File: src/rtl/uart_rle_encoder.sv
// uart_rle_encoder
// Run-length encoder sitting behind the UART receiver. Runs of identical
// bytes are compressed into (count, value) byte pairs. The pairs are queued in
// an output FIFO that drains through a valid/ready byte interface.
//
// state | meaning
// ------+-----------------------------------------------------------
// EMPTY | no run in progress, nothing to emit on flush
// RUN   | cur_val/cur_cnt hold an open run that has not been pushed
//
// Ports:
//   clk_100MHz  in   system clock, rising edge
//   reset       in   asynchronous, active-high
//   in_valid    in   one-cycle strobe, new input byte on in_data
//   in_data     in   input byte
//   flush       in   end-of-stream request, emits the pending run
//   tx_ready    in   downstream accepts tx_data this cycle
//   tx_valid    out  FIFO non-empty
//   tx_data     out  FIFO head byte
//   fifo_level  out  bytes stored, 0..FIFO_DEPTH
//   overflow    out  sticky, set when a pair is dropped for lack of space
module uart_rle_encoder #(
    parameter int MAX_RUN    = 255,
    parameter int FIFO_DEPTH = 16
) (
    input  logic                          clk_100MHz,
    input  logic                          reset,
    input  logic                          in_valid,
    input  logic [7:0]                    in_data,
    input  logic                          flush,
    input  logic                          tx_ready,
    output logic                          tx_valid,
    output logic [7:0]                    tx_data,
    output logic [$clog2(FIFO_DEPTH):0]   fifo_level,
    output logic                          overflow
);

    localparam int PTR_W = $clog2(FIFO_DEPTH);
    localparam int LVL_W = PTR_W + 1;
    localparam logic [7:0]       MAX_CNT    = 8'(MAX_RUN);
    // A push writes two bytes, so it needs the level to be at most DEPTH-2.
    localparam logic [LVL_W-1:0] PUSH_LIMIT = LVL_W'(FIFO_DEPTH - 2);

    typedef enum logic {
        EMPTY = 1'b0,
        RUN   = 1'b1
    } state_t;

    state_t           state, state_next;
    logic [7:0]       cur_val, cur_val_next;
    logic [7:0]       cur_cnt, cur_cnt_next;
    logic             flush_pend, flush_pend_next;
    logic             push_req;

    logic [7:0]       mem [FIFO_DEPTH];
    logic [PTR_W-1:0] wr_ptr, rd_ptr;
    logic [LVL_W-1:0] level;
    logic             space_ok, push, pop;

    // ------------------------------------------------------------------
    // Run tracking FSM
    // ------------------------------------------------------------------
    always_ff @(posedge clk_100MHz or posedge reset) begin
        if (reset) begin
            state      <= EMPTY;
            cur_val    <= 8'h00;
            cur_cnt    <= 8'h00;
            flush_pend <= 1'b0;
        end else begin
            state      <= state_next;
            cur_val    <= cur_val_next;
            cur_cnt    <= cur_cnt_next;
            flush_pend <= flush_pend_next;
        end
    end

    always_comb begin
        state_next      = state;
        cur_val_next    = cur_val;
        cur_cnt_next    = cur_cnt;
        push_req        = 1'b0;
        // A flush arriving together with a byte stays pending and is
        // serviced on the next idle cycle.
        flush_pend_next = flush_pend | flush;

        if (in_valid) begin
            unique case (state)
                EMPTY: begin
                    cur_val_next = in_data;
                    cur_cnt_next = 8'd1;
                    state_next   = RUN;
                end
                RUN: begin
                    if ((in_data == cur_val) && (cur_cnt < MAX_CNT)) begin
                        cur_cnt_next = cur_cnt + 8'd1;
                    end else begin
                        push_req     = 1'b1;
                        cur_val_next = in_data;
                        cur_cnt_next = 8'd1;
                    end
                end
                default: state_next = EMPTY;
            endcase
        end else if (flush_pend | flush) begin
            flush_pend_next = 1'b0;
            if (state == RUN) begin
                push_req   = 1'b1;
                state_next = EMPTY;
            end
        end
    end

    // ------------------------------------------------------------------
    // Output FIFO. Admission uses the level at the start of the cycle; a
    // same-cycle pop does not make room. A refused push still lets the run
    // state advance, the pair is simply lost.
    // ------------------------------------------------------------------
    assign space_ok   = (level <= PUSH_LIMIT);
    assign push       = push_req & space_ok;
    assign tx_valid   = (level != '0);
    assign pop        = tx_valid & tx_ready;
    assign tx_data    = mem[rd_ptr];
    assign fifo_level = level;

    always_ff @(posedge clk_100MHz or posedge reset) begin
        if (reset) begin
            for (int i = 0; i < FIFO_DEPTH; i++) begin
                mem[i] <= 8'h00;
            end
            wr_ptr   <= '0;
            rd_ptr   <= '0;
            level    <= '0;
            overflow <= 1'b0;
        end else begin
            if (push) begin
                mem[wr_ptr]               <= cur_cnt;
                mem[wr_ptr + PTR_W'(1)]   <= cur_val;
                wr_ptr                    <= wr_ptr + PTR_W'(2);
            end
            if (pop) begin
                rd_ptr <= rd_ptr + PTR_W'(1);
            end
            case ({push, pop})
                2'b10:   level <= level + LVL_W'(2);
                2'b11:   level <= level + LVL_W'(1);
                2'b01:   level <= level - LVL_W'(1);
                default: level <= level;
            endcase
            if (push_req && !space_ok) begin
                overflow <= 1'b1;
            end
        end
    end

endmodule

File: config.mk
export PLATFORM = sky130hd
export DESIGN_NAME = uart_rle_encoder
export DESIGN_NICKNAME = d
export VERILOG_FILES = /design/src/rtl/uart_rle_encoder.sv
export SDC_FILE = /design/constraint.sdc
export NUM_CORES = 1
export LEC_CHECK = 0
export CORE_ASPECT_RATIO = 1.25
export CORE_MARGIN = 5
export CORE_UTILIZATION = 38
export CTS_CLUSTER_SIZE = 12
export DETAILED_ROUTE_END_ITERATION = 16
export MAX_ROUTING_LAYER = met4
export REMOVE_ABC_BUFFERS = 1
export SETUP_SLACK_MARGIN = 0.4
export SLEW_MARGIN = 5
export SYNTH_ARGS = -nofsm -noshare
export SYNTH_HDL_FRONTEND = slang
export SYNTH_SLANG_ARGS = --single-unit
File: constraint.sdc
create_clock -name clk_100MHz -period 5.9 [get_ports clk_100MHz]
set_input_delay 1.18 -clock clk_100MHz [delete_from_list [all_inputs] [get_ports clk_100MHz]]
set_output_delay 1.18 -clock clk_100MHz [all_outputs]
set_load 0.01 [all_outputs]
==> results.cfg, run 1 <==
[timing]
holdWs_ns = 0.482
tns_ns = 0
hold_viol = 0
fmaxAchievable_mhz = 227
rsz0062_at_grt = false
slew_headroom = 0.272
finalCritPeriodShare = 0.746
finClkSkew_ns = 0.00624
worst_pin_slew_ns = 1.09
drv_slew = 0
setup_viol = 0
layout_min_cycle_time_ns = 4.40

[clocking]
cts.repair.resized = 0
postCtsHoldBufs = 0
cts_tree = built
cts-root-buf = clkbuf_16
clock_latency_ns = 0.42
cts_sinks = 159
cts.path.max_buffers = 2
post-cts-setup-buffers = 0
cts_made_buffers = 17
cts-htree-levels = 4
clk_pin_slew_ns = 0.06

[placed_design]
post-dp-hpwl_mm = 10.2
portBuffers = 27
postPlaceCellArea_um2 = 8230
dp.cells = 766
gp_congestion = 0.854

[routing]
wirelength_mm = 16.0
route.met2.wl_mm = 8.11
drc = 0
wl_met1_mm = 7.29
vias = 4211
wl_per_cell_um = 20.1
firstDrtPassIters = 5
viasPerCell = 5.28
ant_nets = 0
highest_layer = met4
wl_met3_um = 350
drt_iter0_drc = 216

[cells_and_area]
stdcell_area_um2 = 8830
layout-drive-gt1-share = 0.342
antennaDiodeCount = 0
layout_common_cells = 158 x dfrtp_1, 62 x mux2_1, 55 x mux2_2, 40 x mux4_2, 27 x clkdlybuf4s50_1
final_common_cell = dfrtp_1
layoutNonFillerInstCount = 797
fillers = 1770
area.growth.synth_to_final_pct = 12.6
nNetsFinal = 536

[global_route]
grt_start_max_net_pins = 121
grt_use_total = 0.148
grt_pass1_wl_mm = 26.2
grt_remaining_overflow = 0
grt_pass1_vias = 4653
antenna_found_initial = 0

[synth]
synth-main-ff-cell = dfrtp_1
ys_types = 57
ys_warn_count = 0
synth_enable_flop_cells = 0
synthArstFlopShare = 1.00
syn_inst = 502
synth_top_cell_by_area = dfrtp_1
synth_top_area_share = 0.507
synth.area.top_cells = dfrtp_1 51%, mux4_2 11%, mux2_1 8.9%
syn_area_um2 = 7840
syn_avg_cell_area_um2 = 15.6
ys_seq_area_frac = 0.507
ys_seq_elements = 159

[power]
power_density_nw_per_um2 = 465
peakVddDrop_mv = 0.247
p_leak_nw = 3.85
p_total_mw = 4.11

[critical_path]
cp_cell_sequence = buf_4 -> mux4_2 -> mux4_2 -> clkdlybuf4s50_1
endpoint_kind = output port
crit_type = reg -> out
slowest_delay_ns = 0.93
crit_top_cell = mux4_2
reg2reg_setup_slack_ns = 2.27
crit_arrival_ns = 3.22
cp_data_required_time_ns = 4.72
cp_max_fo = 24
cp_slowest_cell = dfrtp_2
worst_setup_path_start_kind = register

[job]
cap_violations = 0

[floorplan]
core_um2 = 20200
rows = 58
start_util = 0.387
pin_count = 28
die_h_um = 171
die_x_um = 139
die_area_um2 = 23600

[outcome]
outcome = completed

[hold_path]
hold_path.class = reg -> reg
## cells in the mapped netlist (all sizes together) (2+ instances only)
library cell / n
or3b: 2
or2: 2
dfrtp: 159
nand4: 7
xnor2: 17
mux2: 137
inv: 4
mux2i: 2
buf: 28
a21oi: 5
a31o: 2
mux4: 40
or4: 5
nor4: 4
nand4b: 2
nand3: 9
o211ai: 3
a21o: 2
a21boi: 2
nand2: 13
nor2: 11
nor3: 4
nor3b: 2
o41ai: 2
ha: 7
nand3b: 3
o21ai: 6
clkbuf: 13
## worst max-delay path: cells and delay by family, from the launching register on
family   cells  cell delay, ns
buf+inv      2            0.83
mux          2            1.03
flops        1            0.93
## logic make-up (layout without fill, tap and decap cells)
| family | Yosys count | count (layout) | synth area share |
|---|---|---|---|
| muxes | 179 | 179 | 0.324 |
| DFF | 159 | 159 | 0.507 |
| and+or+nand+nor | 69 | 69 | 0.0680 |
| buffers and inverters | 45 | 70 | 0.0392 |
| AOI/OAI and AO/OA | 24 | 24 | 0.0199 |
| xor gates and xnor gates | 18 | 18 | 0.0282 |
| adders and majority gates | 8 | 8 | 0.0137 |
## area by class of cell
cell class | instances | area [µm²] | area share
flip-flops and latches | 159 | 3980 | 0.451
multi-input cells | 298 | 3560 | 0.403
clock buffers | 20 | 467 | 0.0528
well taps | 270 | 338 | 0.0383
repair buffers | 35 | 330 | 0.0374
clock inverters | 11 | 139 | 0.0157
inverters | 4 | 20.0 | 0.00227
## power by group
part           total, mW  internal, mW  switching [mW]
Sequential          1.69          1.38           0.309
Combinational       1.30         0.794           0.507
Clock               1.12         0.693           0.422
## worst paths after layout
path,start,endpoint,cells after the start
max,rd_ptr[0]$_DFFE_PP0P_,tx_data[1],4
min,mem[2]$_DFFE_PP0P_,mem[2]$_DFFE_PP0P_,1
max reg2reg,cur_val[0]$_DFFE_PP0P_,fifo_level[4]$_DFFE_PP0P_,10
min reg2reg,mem[2]$_DFFE_PP0P_,mem[2]$_DFFE_PP0P_,1
max in group asynchronous,reset,mem[21]$_DFFE_PP0P_,3
min in group asynchronous,reset,mem[113]$_DFFE_PP0P_,2
## registers in the layout, indices dropped and copies added, names as in the netlist
register / flops
cur_cnt: 8
cur_val: 8
fifo_level: 5
flush_pend: 1
mem: 128
overflow: 1
rd_ptr: 4
state: 1
wr_ptr: 3
## through the flow
step | util | setup slack [ns]
6_report | 0.436 | 1.50
5_1_grt | 0.436 | 1.31
4_1_cts | 0.436 | 1.39
3_5_place_dp | 0.406 | 1.11
3_3_place_gp | 0.406 | 1.21
2_1_floorplan | - | 0.428
## metal layers
layer | track usage | vias up
met4 | 0.0563 | 0
met5 | - | -
li1 | - | 1885
met2 | 0.239 | 56
met3 | 0.0299 | 15
met1 | 0.186 | 2255
Power figures use the tool's default switching activity.
==> inputs of run 2 (changes only) <==
- clock period: 5.9 -> 4.05 ns (I/O delays scaled with it)
==> run 2 against run 1 <==
Setup slack worse by 0.94 ns; combinational power is 54% higher; cell count is 1.5% higher; clock skew is 0.0026 ns higher; routed wire length is 1.6% higher; first-iteration DRC count is 6.0% lower; via count is 1.4% higher; die area stayed put; worst hold slack better by 0.00054 ns; critical path depth is 7 higher; sequential power is 41% higher; critical path type is now in -> reg; largest power group unchanged.
==> results.cfg, run 2 (synthesis results as in run 1) <==
[timing]
rsz0062_at_grt = false
finalCritPeriodShare = 0.863
drv_slew = 0
holdWs_ns = 0.483
slew_headroom = 0.256
layout_min_cycle_time_ns = 3.50
worst_pin_slew_ns = 1.11
setup_viol = 0
fmaxAchievable_mhz = 286
hold_viol = 0
finClkSkew_ns = 0.00880

[critical_path]
crit_type = in -> reg
endpoint_kind = register
crit_arrival_ns = 3.85
r2r-start = cur_cnt[1]$_DFFE_PP0P_
reg2reg_depth = 12
reg2reg_setup_slack_ns = 0.76
r2r_end = fifo_level[4]$_DFFE_PP0P_
cp_data_required_time_ns = 4.41
cp_max_fo = 3
worst_setup_path_start_kind = primary input

[floorplan]
die_h_um = 171
core_um2 = 20200
die_area_um2 = 23600
pin_count = 28
rows = 58
die_x_um = 139
start_util = 0.387

[cells_and_area]
nNetsFinal = 548
largest_reg_flops = 128
regMostFlops = mem
layout-drive-gt1-share = 0.356
reg.largest.list = mem x128, cur_cnt x8, cur_val x8
final_common_cell = dfrtp_1
antennaDiodeCount = 0
layout_common_cells = 158 x dfrtp_1, 62 x mux2_1, 55 x mux2_2, 40 x mux4_2, 27 x clkdlybuf4s50_1
area.growth.synth_to_final_pct = 15.2

[global_route]
grt_start_max_net_pins = 81
antenna_found_initial = 0
grt_remaining_overflow = 0
grt_pass1_wl_mm = 27.0
grt_use_total = 0.151
grt_pass1_vias = 4783

[clocking]
cts.path.max_buffers = 2
post-cts-setup-buffers = 0
cts_tree = built
cts_sinks = 159
cts-root-buf = clkbuf_16
cts-htree-levels = 4
clock_latency_ns = 0.42
clk_pin_slew_ns = 0.06
postCtsHoldBufs = 0
cts_made_buffers = 17

[job]
cap_violations = 0

[routing]
drt_iter0_drc = 203
viasPerCell = 5.28
drc = 0
ant_nets = 0
wl_per_cell_um = 20.1
vias = 4269
wirelength_mm = 16.3
firstDrtPassIters = 5

[hold_path]
hold_path.class = reg -> reg
hold_end = mem[8]$_DFFE_PP0P_
hold_start = mem[8]$_DFFE_PP0P_
min_delay_path_depth = 1

[placed_design]
post-dp-hpwl_mm = 10.5
gp_congestion = 0.851
portBuffers = 27

[power]
power_density_nw_per_um2 = 694
p_leak_nw = 3.96
p_total_mw = 6.26
peakVddDrop_mv = 0.326

[outcome]
outcome = completed
run 2: worst max-delay path: stages:
cell	delay (ns)
clkdlybuf4s50_1	0.49
xnor2_2	0.26
nand4_4	0.16
or4_4	0.55
a21oi_1	0.20
ha_1	0.30
a21o_1	0.17
a21oi_1	0.21
or3b_2	0.46
a21oi_1	0.12
or4_1	0.12
run 2: where the power goes:
part           leakage, nW  switching [mW]  internal (mW)
logic                 1.60           0.823           1.18
clock network        0.336           0.640           1.24
registers             2.02           0.374           2.01
run 2: final cells by class:
| class | instances | area [µm²] |
|---|---|---|
| fillers | 1754 | 11200 |
| flip-flops and latches | 159 | 3980 |
| multi-input cells | 298 | 3560 |
| clock buffers | 18 | 439 |
| repair buffers | 47 | 437 |
| well taps | 270 | 338 |
| clock inverters | 13 | 262 |
| inverters | 4 | 20.0 |
run 2: worst max path at each step:
| stage | start | end | slack, ns | cells after the start |
|---|---|---|---|---|
| finish | in_data[0] | fifo_level[4]$_DFFE_PP0P_ | 0.55 | 11 |
| global route | in_data[0] | fifo_level[4]$_DFFE_PP0P_ | 0.45 | 11 |
| detailed placement | in_data[0] | fifo_level[4]$_DFFE_PP0P_ | 0.12 | 10 |
| CTS | rd_ptr[0]$_DFFE_PP0P_ | tx_data[3] | 0.40 | 4 |
| floorplan | reset | cur_cnt[0]$_DFFE_PP0P_ | -1.05 | 1 |
| global placement | in_data[0] | fifo_level[4]$_DFFE_PP0P_ | 0.17 | 11 |
run 2: through the flow:
step | TNS, ns | instance area, µm² | cells | utilization | worst slack, ns
2_1_floorplan | -167.20 | 7550 | 461 | - | -1.05
3_3_place_gp | 0 | 8330 | 778 | 0.411 | 0.169
3_5_place_dp | 0 | 8330 | 778 | 0.411 | 0.116
4_1_cts | 0 | 9030 | 809 | 0.446 | 0.405
5_1_grt | 0 | 9030 | 809 | 0.446 | 0.446
6_report | 0 | 9030 | 809 | 0.446 | 0.554
run 2: what timing repair did:
action                                  in CTS  in global routing
hold endpoints to repair                     0                  0
gates resized for setup                      0                  1
endpoints found under the setup margin       0                  5
run 2: per-layer routing:
layer,global-route usage,up-vias,share of wire
met5,-,-,0
met4,0.0516,0,0.020
met3,0.0268,19,0.023
met2,0.252,64,0.52
met1,0.188,2277,0.44
li1,-,1909,-
